<file path="src/rtl/dec2stch_bank_if.sv">
// Load/run handshake and stream bus of the decimal-to-stochastic bank.
// The bank drives the slave side and the channel values are driven on the master side.
interface dec2stch_bank_if #(
  parameter int NCH = 4,
  parameter int ND  = 8,
  parameter int LEN = 255
);
  localparam int CW = $clog2(LEN + 1);

  logic [NCH*ND-1:0] d_in;
  logic              load_valid;
  logic              load_ready;
  logic              abort;
  logic [NCH-1:0]    s;
  logic              s_valid;
  logic              done;
  logic [NCH*CW-1:0] cnt;

  modport master (
    output d_in, load_valid, abort,
    input  load_ready, s, s_valid, done, cnt
  );

  modport slave (
    input  d_in, load_valid, abort,
    output load_ready, s, s_valid, done, cnt
  );
endinterface

</file>
<file path="src/rtl/dec2stch_bank.sv">
// Multi-channel decimal-to-stochastic converter: one shared maximal-length LFSR,
// per-channel rotated comparison, ones counters and a load/run/done handshake.
//
// state | meaning
// IDLE  | load_ready high, waiting for load_valid; clears stream outputs
// RUN   | one stream bit per cycle until the terminal count or abort
module dec2stch_bank #(
  parameter int          NCH  = 4,
  parameter int          ND   = 8,
  parameter int          LEN  = 255,
  parameter logic [15:0] SEED = 16'h00B5
) (
  input logic            clk_i,
  input logic            init_i,
  dec2stch_bank_if.slave bus
);
  localparam int CW = $clog2(LEN + 1);

  function automatic logic [15:0] tap_mask(input int n);
    case (n)
      4:       return 16'h000C;
      5:       return 16'h0014;
      6:       return 16'h0030;
      7:       return 16'h0060;
      8:       return 16'h00B8;
      9:       return 16'h0110;
      10:      return 16'h0240;
      11:      return 16'h0500;
      12:      return 16'h0829;
      16:      return 16'hD008;
      default: return 16'h0000;
    endcase
  endfunction

  localparam logic [15:0]   TAPS     = tap_mask(ND);
  localparam logic [ND-1:0] SEED_RAW = SEED[ND-1:0];
  localparam logic [ND-1:0] SEED_M   = (SEED_RAW == '0) ? ND'(1) : SEED_RAW;

  generate
    if (TAPS == 16'h0000) begin : g_bad_nd
      $error("dec2stch_bank: ND must be 4..12 or 16");
    end
    if (LEN < 1 || LEN > 65535) begin : g_bad_len
      $error("dec2stch_bank: LEN must be 1..65535");
    end
  endgenerate

  localparam logic [0:0] ST_IDLE = 1'b0;
  localparam logic [0:0] ST_RUN  = 1'b1;

  logic [0:0]        state_q, state_d;
  logic [ND-1:0]     lfsr_q, lfsr_d, lfsr_nxt;
  logic [CW-1:0]     rem_q, rem_d;
  logic [NCH*ND-1:0] dreg_q, dreg_d;
  logic [NCH-1:0]    s_q, s_d, cmp;
  logic              sv_q, sv_d;
  logic              done_q, done_d;
  logic              ready_q, ready_d;
  logic [NCH*CW-1:0] cnt_q, cnt_d;

  assign lfsr_nxt = {lfsr_q[ND-2:0], ^(lfsr_q & TAPS[ND-1:0])};

  // Rotating the shared state per channel decorrelates the streams while
  // keeping each channel's sample sequence a permutation of 1..2^ND-1.
  generate
    for (genvar k = 0; k < NCH; k++) begin : g_ch
      localparam int R = k % ND;
      logic [ND-1:0] rot;
      assign rot    = (R == 0) ? lfsr_q : ((lfsr_q << R) | (lfsr_q >> (ND - R)));
      assign cmp[k] = (dreg_q[k*ND +: ND] >= rot);
    end
  endgenerate

  always_comb begin
    state_d = state_q;
    lfsr_d  = lfsr_q;
    rem_d   = rem_q;
    dreg_d  = dreg_q;
    s_d     = s_q;
    sv_d    = sv_q;
    done_d  = 1'b0;
    ready_d = ready_q;
    cnt_d   = cnt_q;
    case (state_q)
      ST_IDLE: begin
        ready_d = 1'b1;
        s_d     = '0;
        sv_d    = 1'b0;
        if (bus.load_valid && ready_q) begin
          dreg_d  = bus.d_in;
          lfsr_d  = SEED_M;
          rem_d   = CW'(LEN - 1);
          cnt_d   = '0;
          ready_d = 1'b0;
          state_d = ST_RUN;
        end
      end
      ST_RUN: begin
        if (bus.abort) begin
          s_d     = '0;
          sv_d    = 1'b0;
          ready_d = 1'b1;
          state_d = ST_IDLE;
        end else begin
          s_d    = cmp;
          sv_d   = 1'b1;
          lfsr_d = lfsr_nxt;
          rem_d  = rem_q - CW'(1);
          for (int k = 0; k < NCH; k++) begin
            cnt_d[k*CW +: CW] = cnt_q[k*CW +: CW] + CW'(cmp[k]);
          end
          if (rem_q == '0) begin
            done_d  = 1'b1;
            ready_d = 1'b1;
            state_d = ST_IDLE;
          end
        end
      end
      default: state_d = ST_IDLE;
    endcase
  end

  always_ff @(posedge clk_i) begin
    if (!init_i) begin
      state_q <= ST_IDLE;
      lfsr_q  <= SEED_M;
      rem_q   <= '0;
      dreg_q  <= '0;
      s_q     <= '0;
      sv_q    <= 1'b0;
      done_q  <= 1'b0;
      ready_q <= 1'b0;
      cnt_q   <= '0;
    end else begin
      state_q <= state_d;
      lfsr_q  <= lfsr_d;
      rem_q   <= rem_d;
      dreg_q  <= dreg_d;
      s_q     <= s_d;
      sv_q    <= sv_d;
      done_q  <= done_d;
      ready_q <= ready_d;
      cnt_q   <= cnt_d;
    end
  end

  assign bus.load_ready = ready_q;
  assign bus.s          = s_q;
  assign bus.s_valid    = sv_q;
  assign bus.done       = done_q;
  assign bus.cnt        = cnt_q;
endmodule
</file>
<file path="src/flat_wrapper.sv">
// flat-port wrapper written by rule: the top's interface ports become plain ports
module dec2stch_bank_flat 
#(
  parameter int          NCH  = 4,
  parameter int          ND   = 8,
  parameter int          LEN  = 255,
  parameter logic [15:0] SEED = 16'h00B5
)
  (clk_i, init_i, bus_d_in, bus_load_valid, bus_abort, bus_load_ready, bus_s, bus_s_valid, bus_done, bus_cnt);
  dec2stch_bank_if #(.NCH(NCH), .ND(ND), .LEN(LEN)) bus_i ();
  input logic clk_i;
  input logic init_i;
  input wire logic [$bits(bus_i.d_in)-1:0] bus_d_in;
  input wire logic [$bits(bus_i.load_valid)-1:0] bus_load_valid;
  input wire logic [$bits(bus_i.abort)-1:0] bus_abort;
  output wire logic [$bits(bus_i.load_ready)-1:0] bus_load_ready;
  output wire logic [$bits(bus_i.s)-1:0] bus_s;
  output wire logic [$bits(bus_i.s_valid)-1:0] bus_s_valid;
  output wire logic [$bits(bus_i.done)-1:0] bus_done;
  output wire logic [$bits(bus_i.cnt)-1:0] bus_cnt;
  assign bus_i.d_in = bus_d_in;
  assign bus_i.load_valid = bus_load_valid;
  assign bus_i.abort = bus_abort;
  assign bus_load_ready = bus_i.load_ready;
  assign bus_s = bus_i.s;
  assign bus_s_valid = bus_i.s_valid;
  assign bus_done = bus_i.done;
  assign bus_cnt = bus_i.cnt;
  dec2stch_bank #(.NCH(NCH), .ND(ND), .LEN(LEN), .SEED(SEED)) u_core (.clk_i(clk_i), .init_i(init_i), .bus(bus_i));
endmodule
</file>
<file path="config.mk">
export PLATFORM = sky130hd
export DESIGN_NAME = dec2stch_bank_flat
export DESIGN_NICKNAME = d
export VERILOG_FILES = /design/src/rtl/dec2stch_bank_if.sv /design/src/rtl/dec2stch_bank.sv /design/src/flat_wrapper.sv
export SDC_FILE = /design/constraint.sdc
export NUM_CORES = 1
export LEC_CHECK = 0
export CAP_MARGIN = 20
export CORE_ASPECT_RATIO = 1.1
export CORE_MARGIN = 4
export CORE_UTILIZATION = 30
export CTS_BUF_LIST = sky130_fd_sc_hd__clkbuf_8
export DETAILED_ROUTE_END_ITERATION = 10
export GPL_TIMING_DRIVEN = 0
export SLEW_MARGIN = 25
export SYNTH_ARGS = -nofsm -noshare
export SYNTH_HDL_FRONTEND = slang
export SYNTH_SLANG_ARGS = --single-unit
</file>
<file path="constraint.sdc">
create_clock -name clk_i -period 2.2 [get_ports clk_i]
set_input_delay 0.33 -clock clk_i [delete_from_list [all_inputs] [get_ports clk_i]]
set_output_delay 0.33 -clock clk_i [all_outputs]
set_load 0.03 [all_outputs]
</file>
==> out/qor_table.md, run 1 <==
| Stage | Metric | Reported |
| --- | --- | --- |
| timing | Setup skew after layout | 19.6 ps |
| synth | Count of unique library cells instantiated by Yosys | 47 |
| timing | Min Clock Period, post-route | 2310 ps |
| worst setup path | Register-to-register path setup slack | -110 ps |
| timing | Total count of hold-check failures in the final report | 0 |
| layout | Fraction of final layout cells with drive strength greater than 1 | 24.3% |
| synth | Post-synthesis instance total | 475 |
| worst setup path | R2R cell count | 12 |
| timing | Highest achievable clock rate | 432 MHz |
| grt | First-pass GRT wire length | 18.4 mm |
| layout | Most used cells in the layout excluding fill and tap cells | 82 x sky130_fd_sc_hd__nand2_1, 77 x sky130_fd_sc_hd__dfxtp_1, 73 x sky130_fd_sc_hd__clkdlybuf4s50_1 |
| layout | Core Util, Final | 45.8% |
| grt | Met2 Use GR | 23.4% |
| synth | Total number of yosys warnings | 0 |
| detailed routing | Ratio of routed vias to standard cells | 4.86 |
| synth | Fraction of post-synthesis cell area in the top cell type by area | 42.2% |
| detailed routing | Routed WL per cell | 14.8 um |
| detailed routing | Total wirelength of the detailed-routed design | 11.4 mm |
| synth | Most used flip-flop cell after synthesis | sky130_fd_sc_hd__dfxtp_1 |
| timing | Period utilisation layout | 105% |
| power and ir drop | Internal power component | 2.60 mW |
| run status | Failing checks | setup timing |
| clocking | Longest Clk Path Bufs | 2 |
| worst setup path | Type of element launching the critical path | register |
| layout | Layout Nets | 658 |
| timing | Setup repair after global routing missed its margin | yes |
| clocking | Clock root buffer | sky130_fd_sc_hd__clkbuf_8 |
| grt | Global route total overflow | 0 |
| clocking | Worst-Skew Late Latency | 380 ps |
| floorplan | Full die area | 15900 um^2 |
| grt | Pin count of the biggest net entering global routing | 15 |
| layout | Layout fillers | 1293 |
| grt | Met1 usage in global routing | 17.8% |
| synth | Cell type contributing the most total cell area after synthesis | sky130_fd_sc_hd__dfxtp_1 |
| worst setup path | Reg2Reg Launch Point | u_core.g_ch[0].rot[2] |
| detailed routing | Via count of the routed design | 3740 |
| timing | Actual transition at the worst max-transition pin | 604 ps |
| place | Detail Placement HPWL | 8.22 mm |
| synth | Combined area of all synthesized cells | 4180 um^2 |
| run status | Run status | complete, but fails checks |
| layout | Most common cell after layout, fill and taps aside | sky130_fd_sc_hd__nand2_1 |
| synth | Post-synth EDFFs | 0 |
| detailed routing | First-pass iteration count of the detailed router | 4 |
| power and ir drop | Relative contribution of the clock network to total power | 38.2% |
| floorplan | Count of pins on the block boundary | 75 |
| synth | Fraction of registers with async set or reset after synthesis | 0% |
| worst hold path | Hold WC Path Type | input port to register |
| timing | Number of pins with negative max-slew slack in the final report | 0 |
| power and ir drop | Fraction of power consumed by combinational cells | 13.4% |
| floorplan | Number of standard-cell rows in the floorplan | 44 |
| clocking | CTS Buf Count | 9 |
| worst hold path | Cell count of the worst hold path | 2 |
| detailed routing | Number of violations reported at the end of detailed-routing iteration 0 | 196 |
| synth | Seq cells post-synth | 88 |
| layout | Area grow syn2layout | 47.2% |
| place | Pre-CTS WS | -320 ps |
| job | Max capacitance violation total | 0 |
| power and ir drop | Peak supply drop | 312 uV |
| floorplan | Die height | 132 um |
| place | Placer Congestion | 0.784 |
| timing | Final Setup Violations | 7 |
| worst setup path | Endpoint class of the critical path | register |
| worst setup path | Crit path DAT | 2630 ps |
| power and ir drop | Cell Pwr Density | 567 nW/um^2 |
| synth | Avg Synthesized Cell Area | 8.79 um^2 |
| floorplan | Area inside the core boundary | 13400 um^2 |
| worst hold path | WHS Endpoint | u_core.g_ch[0].rot[2] |
| power and ir drop | Leakage power total | 2.23 nW |
| power and ir drop | Switching component of the power | 882 uW |
| clocking | Clock H-tree levels | 3 |
| detailed routing | Final ANT Viol Nets | 0 |
| worst setup path | Worst reg2reg path endpoint | u_core.bus.cnt[28] |
| timing | Worst hold margin | 249 ps |
| synth | Cells taking the most area after synthesis | sky130_fd_sc_hd__dfxtp_1 42%, sky130_fd_sc_hd__ha_1 13%, sky130_fd_sc_hd__nand2_1 7.5%, sky130_fd_sc_hd__a21oi_1 6.0%, sky130_fd_sc_hd__xor2_1 2.7% |
| worst setup path | CP max FO | 3 |
| clocking | TritonCTS clock tree | done |
| timing | Final WS setup | -114 ps |
| power and ir drop | Switching part of the total power | 25.3% |
| synth | Seq/Total Area, Yosys | 42.2% |
| power and ir drop | Overall power of the completed layout | 3.48 mW |
| synth | Number of nets in the synthesized netlist | 553 |
| floorplan | Die W | 120 um |
| detailed routing | Post-route DRC violation count | 0 |
| timing | Setup TNS | -411 ps |
| worst setup path | WP data required | 2510 ps |
| clocking | TritonCTS sink count | 88 |
| grt | Met3 Use GR | 3.39% |
| worst hold path | Hold_sp | init_i |
| floorplan | Starting density of the core | 31.1% |
| grt | Most Used Layer, Global Route | met2 |
| power and ir drop | Seq pwr share | 48.4% |
| grt | Number of antenna violations at the first check in global routing | 0 |
| place | Quantity of I/O buffers inserted on ports | 73 |
| grt | Overall routing resource usage | 14.2% |
| timing | Worst rel slew slack | 59.8% |
| grt | Vias in the first global route | 3811 |
| layout | Number of antenna repair diodes | 0 |
| clocking | Number of buffers inserted for hold repair after clock tree synthesis | 0 |
| worst setup path | Kind of critical path | register to register |
| clocking | Clock transition at the registers of the reported paths | 100 ps |
## critical path, cell delays in order (launching register included)
cell and delay (ps):
sky130_fd_sc_hd__dfxtp_2 370, sky130_fd_sc_hd__inv_4 60, sky130_fd_sc_hd__ha_1 210, sky130_fd_sc_hd__a21o_1 190, sky130_fd_sc_hd__a211oi_2 200, sky130_fd_sc_hd__o21a_1 170, sky130_fd_sc_hd__nor2_2 60, sky130_fd_sc_hd__ha_2 210
sky130_fd_sc_hd__ha_4 160, sky130_fd_sc_hd__and3_4 180, sky130_fd_sc_hd__nand2_2 70, sky130_fd_sc_hd__mux2_4 300, sky130_fd_sc_hd__nor2_1 80
## per-layer routing
metal / vias to the layer above / share of wire [%]
met5: - / 0
met4: 0 / 1.8
met3: 17 / 5.0
met2: 77 / 48
met1: 1749 / 45
li1: 1897 / -
## cell type report
cell class | count | area, um^2 | share of cell area, %
inverters | 16 | 82.6 | 1.34
plain buffers | 22 | 114 | 1.85
repair buffers | 94 | 911 | 14.8
well taps | 184 | 230 | 3.75
clock inverters | 4 | 75.1 | 1.22
clock buffers | 12 | 165 | 2.69
multi-input cells | 349 | 2780 | 45.3
flip-flops and latches | 88 | 1790 | 29.0
## registers in the layout, summed over array words and instances (netlist names)
| signal | count |
|---|---|
| u_core.g_ch.rot | 8 |
| u_core.bus.cnt | 32 |
| u_core.state_q | 1 |
| u_core.bus.s_valid | 1 |
| u_core.dreg_q | 32 |
| u_core.bus.load_ready | 1 |
| u_core.rem_q | 8 |
| u_core.bus.done | 1 |
| u_core.bus.s | 4 |
## through the flow
stage                     instances  area (um^2)
after global routing            769         6150
after global placement          732         5220
after detailed placement        732         5220
final                           769         6150
after CTS                       764         5760
after floorplan                 475         4260
## kinds of logic after synthesis
| family | after synthesis | synth area share [%] |
|---|---|---|
| AO/OA/AOI/OAI | 124 | 18.8 |
| XOR/XNOR | 19 | 3.99 |
| adder cells (fa/ha/maj) | 42 | 12.6 |
| buffers and inverters | 38 | 4.17 |
| flip-flops | 88 | 42.2 |
| multiplexers | 1 | 0.270 |
| AND/OR/NAND/NOR | 163 | 18.0 |
## power groups by stage
stage	sequential [mW]	clock [mW]	combinational, mW
2_1_floorplan	1.72	0	0.245
3_3_place_gp	1.72	0	0.378
3_5_place_dp	1.72	0	0.388
4_1_cts	1.69	1.36	0.418
5_1_grt	1.70	1.41	0.520
6_report	1.69	1.33	0.466
## timing repair
item,4_1_cts,5_1_grt
gates resized for setup,44,65
hold endpoints to repair,0,0
setup buffers,16,5
pin swaps,22,26
setup endpoints to repair,28,27
## cells in the mapped netlist, types with 7 or more instances
master,instances
sky130_fd_sc_hd__buf_2,13
sky130_fd_sc_hd__a22o_1,8
sky130_fd_sc_hd__ha_1,42
sky130_fd_sc_hd__nor2_1,26
sky130_fd_sc_hd__nand3_1,8
sky130_fd_sc_hd__dfxtp_1,88
sky130_fd_sc_hd__o21ai_0,17
sky130_fd_sc_hd__nand2_1,83
sky130_fd_sc_hd__nand4_1,7
sky130_fd_sc_hd__o211ai_1,8
sky130_fd_sc_hd__xor2_1,13
sky130_fd_sc_hd__inv_1,14
sky130_fd_sc_hd__o21a_1,9
sky130_fd_sc_hd__nand2b_1,9
sky130_fd_sc_hd__a21oi_1,50
## how the worst max path moves through the flow
stage,from,to
2_1_floorplan,u_core.dreg_q[24],u_core.bus.cnt[28]
5_1_grt,u_core.g_ch[0].rot[0],u_core.bus.cnt[30]
4_1_cts,u_core.g_ch[0].rot[5],u_core.bus.cnt[10]
6_report,u_core.g_ch[0].rot[2],u_core.bus.cnt[28]
3_5_place_dp,u_core.g_ch[0].rot[0],u_core.bus.cnt[29]
3_3_place_gp,u_core.g_ch[0].rot[0],u_core.bus.cnt[31]
No activity file was read; power rests on OpenSTA's default activity.
==> run 2, diff against run 1 <==
--- a/config.mk
+++ b/config.mk
@@ -10,8 +10,10 @@
 export CORE_MARGIN = 4
 export CORE_UTILIZATION = 30
 export CTS_BUF_LIST = sky130_fd_sc_hd__clkbuf_8
+export CTS_CLUSTER_SIZE = 20
 export DETAILED_ROUTE_END_ITERATION = 10
 export GPL_TIMING_DRIVEN = 0
+export REMOVE_ABC_BUFFERS = 1
 export SLEW_MARGIN = 25
 export SYNTH_ARGS = -nofsm -noshare
 export SYNTH_HDL_FRONTEND = slang
==> out/qor_table.md, run 2 (same netlist as run 1, synthesis figures left out) <==
| Stage | Metric | Reported |
| --- | --- | --- |
| power and ir drop | Leakage power total | 2.18 nW |
| clocking | Clock H-tree levels | 3 |
| timing | Min Clock Period, post-route | 2350 ps |
| worst setup path | Cells along the critical path | inv_4, ha_4, a2111oi_4, o21a_1, nor2_2, ha_2, ha_4, and3_4, nand2_2, mux2_4, nor2_2 |
| timing | Actual transition at the worst max-transition pin | 703 ps |
| worst setup path | CP max FO | 4 |
| run status | Failing checks | setup timing |
| power and ir drop | Cell Pwr Density | 583 nW/um^2 |
| worst setup path | Kind of critical path | register to register |
| floorplan | Number of standard-cell rows in the floorplan | 44 |
| timing | Worst rel slew slack | 53.1% |
| floorplan | Full die area | 15900 um^2 |
| timing | Period utilisation layout | 107% |
| worst hold path | Hold WC Path Type | register to register |
| floorplan | Die W | 120 um |
| job | Max capacitance violation total | 0 |
| grt | Pin count of the biggest net entering global routing | 52 |
| timing | Final WS setup | -149 ps |
| detailed routing | Via count of the routed design | 3681 |
| layout | Most common cell after layout, fill and taps aside | sky130_fd_sc_hd__nand2_1 |
| timing | Number of pins with negative max-slew slack in the final report | 0 |
| worst setup path | Number of buffer and inverter instances along the worst setup path | 1 |
| worst setup path | Endpoint class of the critical path | register |
| layout | Area of combinational cells with multiple inputs | 2770 um^2 |
| layout | Most used cells in the layout excluding fill and tap cells | 82 x sky130_fd_sc_hd__nand2_1, 77 x sky130_fd_sc_hd__dfxtp_1, 74 x sky130_fd_sc_hd__clkdlybuf4s50_1 |
| detailed routing | Ratio of routed vias to standard cells | 4.92 |
| grt | Overall routing resource usage | 13.7% |
| timing | Worst hold margin | 461 ps |
| grt | First-pass GRT wire length | 17.7 mm |
| worst setup path | Capturing element of the worst setup path | u_core.bus.cnt[28] |
| grt | Number of antenna violations at the first check in global routing | 0 |
| layout | Layout fillers | 1296 |
| worst setup path | CP max-delay cell | sky130_fd_sc_hd__dfxtp_4 |
| layout | Area grow syn2layout | 45.3% |
| timing | Final Setup Violations | 5 |
| detailed routing | Total wirelength of the detailed-routed design | 11.3 mm |
| place | Detail Placement HPWL | 7.53 mm |
| worst setup path | WP data required | 2500 ps |
| detailed routing | Routed WL per cell | 15.1 um |
| place | Placer Congestion | 0.774 |
| worst setup path | Worst reg2reg path endpoint | u_core.bus.cnt[28] |
| clocking | Clock root buffer | sky130_fd_sc_hd__clkbuf_8 |
| worst setup path | Reg2Reg Launch Point | u_core.g_ch[0].rot[6] |
| clocking | CTS Buf Count | 9 |
| layout | Final instance area | 6070 um^2 |
| worst setup path | Crit path DAT | 2640 ps |
| clocking | Number of buffers inserted for hold repair after clock tree synthesis | 0 |
| layout | Layout Nets | 637 |
| layout | Number of antenna repair diodes | 0 |
| floorplan | Count of pins on the block boundary | 75 |
| clocking | Longest Clk Path Bufs | 2 |
| worst setup path | Worst setup path startpoint | u_core.g_ch[0].rot[6] |
| grt | Vias in the first global route | 3582 |
| clocking | TritonCTS clock tree | done |
| worst setup path | Family with the most delay on the worst path | adder cells |
| detailed routing | First-pass iteration count of the detailed router | 5 |
| grt | Global route total overflow | 0 |
| layout | Storage cell area | 1780 um^2 |
| clocking | TritonCTS sink count | 88 |
| detailed routing | Post-route DRC violation count | 0 |
| worst setup path | Type of element launching the critical path | register |
| place | Quantity of I/O buffers inserted on ports | 74 |
| clocking | Clock transition at the registers of the reported paths | 90 ps |
| power and ir drop | Peak supply drop | 319 uV |
| worst setup path | R2R cell count | 11 |
| worst setup path | Register-to-register path setup slack | -150 ps |
| run status | Run status | complete, but fails checks |
| detailed routing | Number of violations reported at the end of detailed-routing iteration 0 | 191 |
| worst setup path | Instance count on the critical path | 11 |
| timing | Total count of hold-check failures in the final report | 0 |
| detailed routing | Final ANT Viol Nets | 0 |
| floorplan | Die height | 132 um |
| clocking | Worst-Skew Late Latency | 360 ps |
| floorplan | Starting density of the core | 31.1% |
| floorplan | Area inside the core boundary | 13400 um^2 |
| layout | Fraction of final layout cells with drive strength greater than 1 | 21.8% |
| timing | Setup skew after layout | 19.4 ps |
| worst setup path | Longest individual stage delay on the worst path | 370 ps |
| place | Instance area at placement | 5100 um^2 |
| timing | Setup repair after global routing missed its margin | yes |
| timing | Highest achievable clock rate | 426 MHz |
==> run 2: how the worst min path moves through the flow <==
stage | startpoint | endpoint | slack, ps | cells after the start
floorplan | init_i | u_core.g_ch[0].rot[2] | 410 | 1
finish | u_core.dreg_q[8] | u_core.dreg_q[8] | 460 | 2
global route | u_core.dreg_q[8] | u_core.dreg_q[8] | 490 | 2
global placement | u_core.g_ch[0].rot[1] | u_core.g_ch[0].rot[1] | 430 | 2
detailed placement | u_core.g_ch[0].rot[1] | u_core.g_ch[0].rot[1] | 450 | 2
CTS | u_core.dreg_q[24] | u_core.dreg_q[24] | 470 | 2
==> run 2: metrics by stage <==
step / total power [mW] / util [%] / TNS [ps] / cells / setup slack, ps
after detailed placement: 2.09 / 38.0 / -16760 / 715 / -754
final: 3.54 / 45.2 / -407 / 748 / -149
after global routing: 3.70 / 45.2 / -1720 / 748 / -250
after floorplan: 1.92 / - / -1040 / 453 / -223
after global placement: 2.06 / 37.5 / -76400 / 711 / -1500
after CTS: 3.51 / 42.7 / -343 / 740 / -116
==> run 2: power by group <==
part           switching [mW]  internal [mW]
sequential             0.0476           1.64
combinational           0.239          0.236
clock                   0.587          0.782
total                   0.874           2.66
==> run 2: routing by layer <==
| layer | global-route usage [%] | wire, um |
|---|---|---|
| met3 | 2.96 | 458 |
| met5 | 0 | 0 |
| met2 | 23.3 | 5650 |
| met1 | 16.9 | 4900 |
| met4 | 4.91 | 253 |
==> run 2: final cells by class <==
cell class	count	area share [%]
clock buffer	10	2.27
clock inverter	6	1.77
inverter	16	1.36
multi-input combinational	349	45.7
sequential	88	29.4
tap	184	3.79
timing repair buffer	95	15.7
==> run 2: worst reg2reg max path, cell delays in order (launching register included) <==
cell	delay [ps]
sky130_fd_sc_hd__dfxtp_4	370
sky130_fd_sc_hd__inv_4	110
sky130_fd_sc_hd__ha_4	220
sky130_fd_sc_hd__a2111oi_4	330
sky130_fd_sc_hd__o21a_1	210
sky130_fd_sc_hd__nor2_2	60
sky130_fd_sc_hd__ha_2	210
sky130_fd_sc_hd__ha_4	160
sky130_fd_sc_hd__and3_4	180
sky130_fd_sc_hd__nand2_2	70
sky130_fd_sc_hd__mux2_4	310
sky130_fd_sc_hd__nor2_2	70
==> run 2: timing repair <==
action / 4_1_cts / 5_1_grt
setup endpoints to repair: 35 / 24
pin swaps: 25 / 22
buffers inserted: 9 / 8
gates resized for setup: 79 / 38
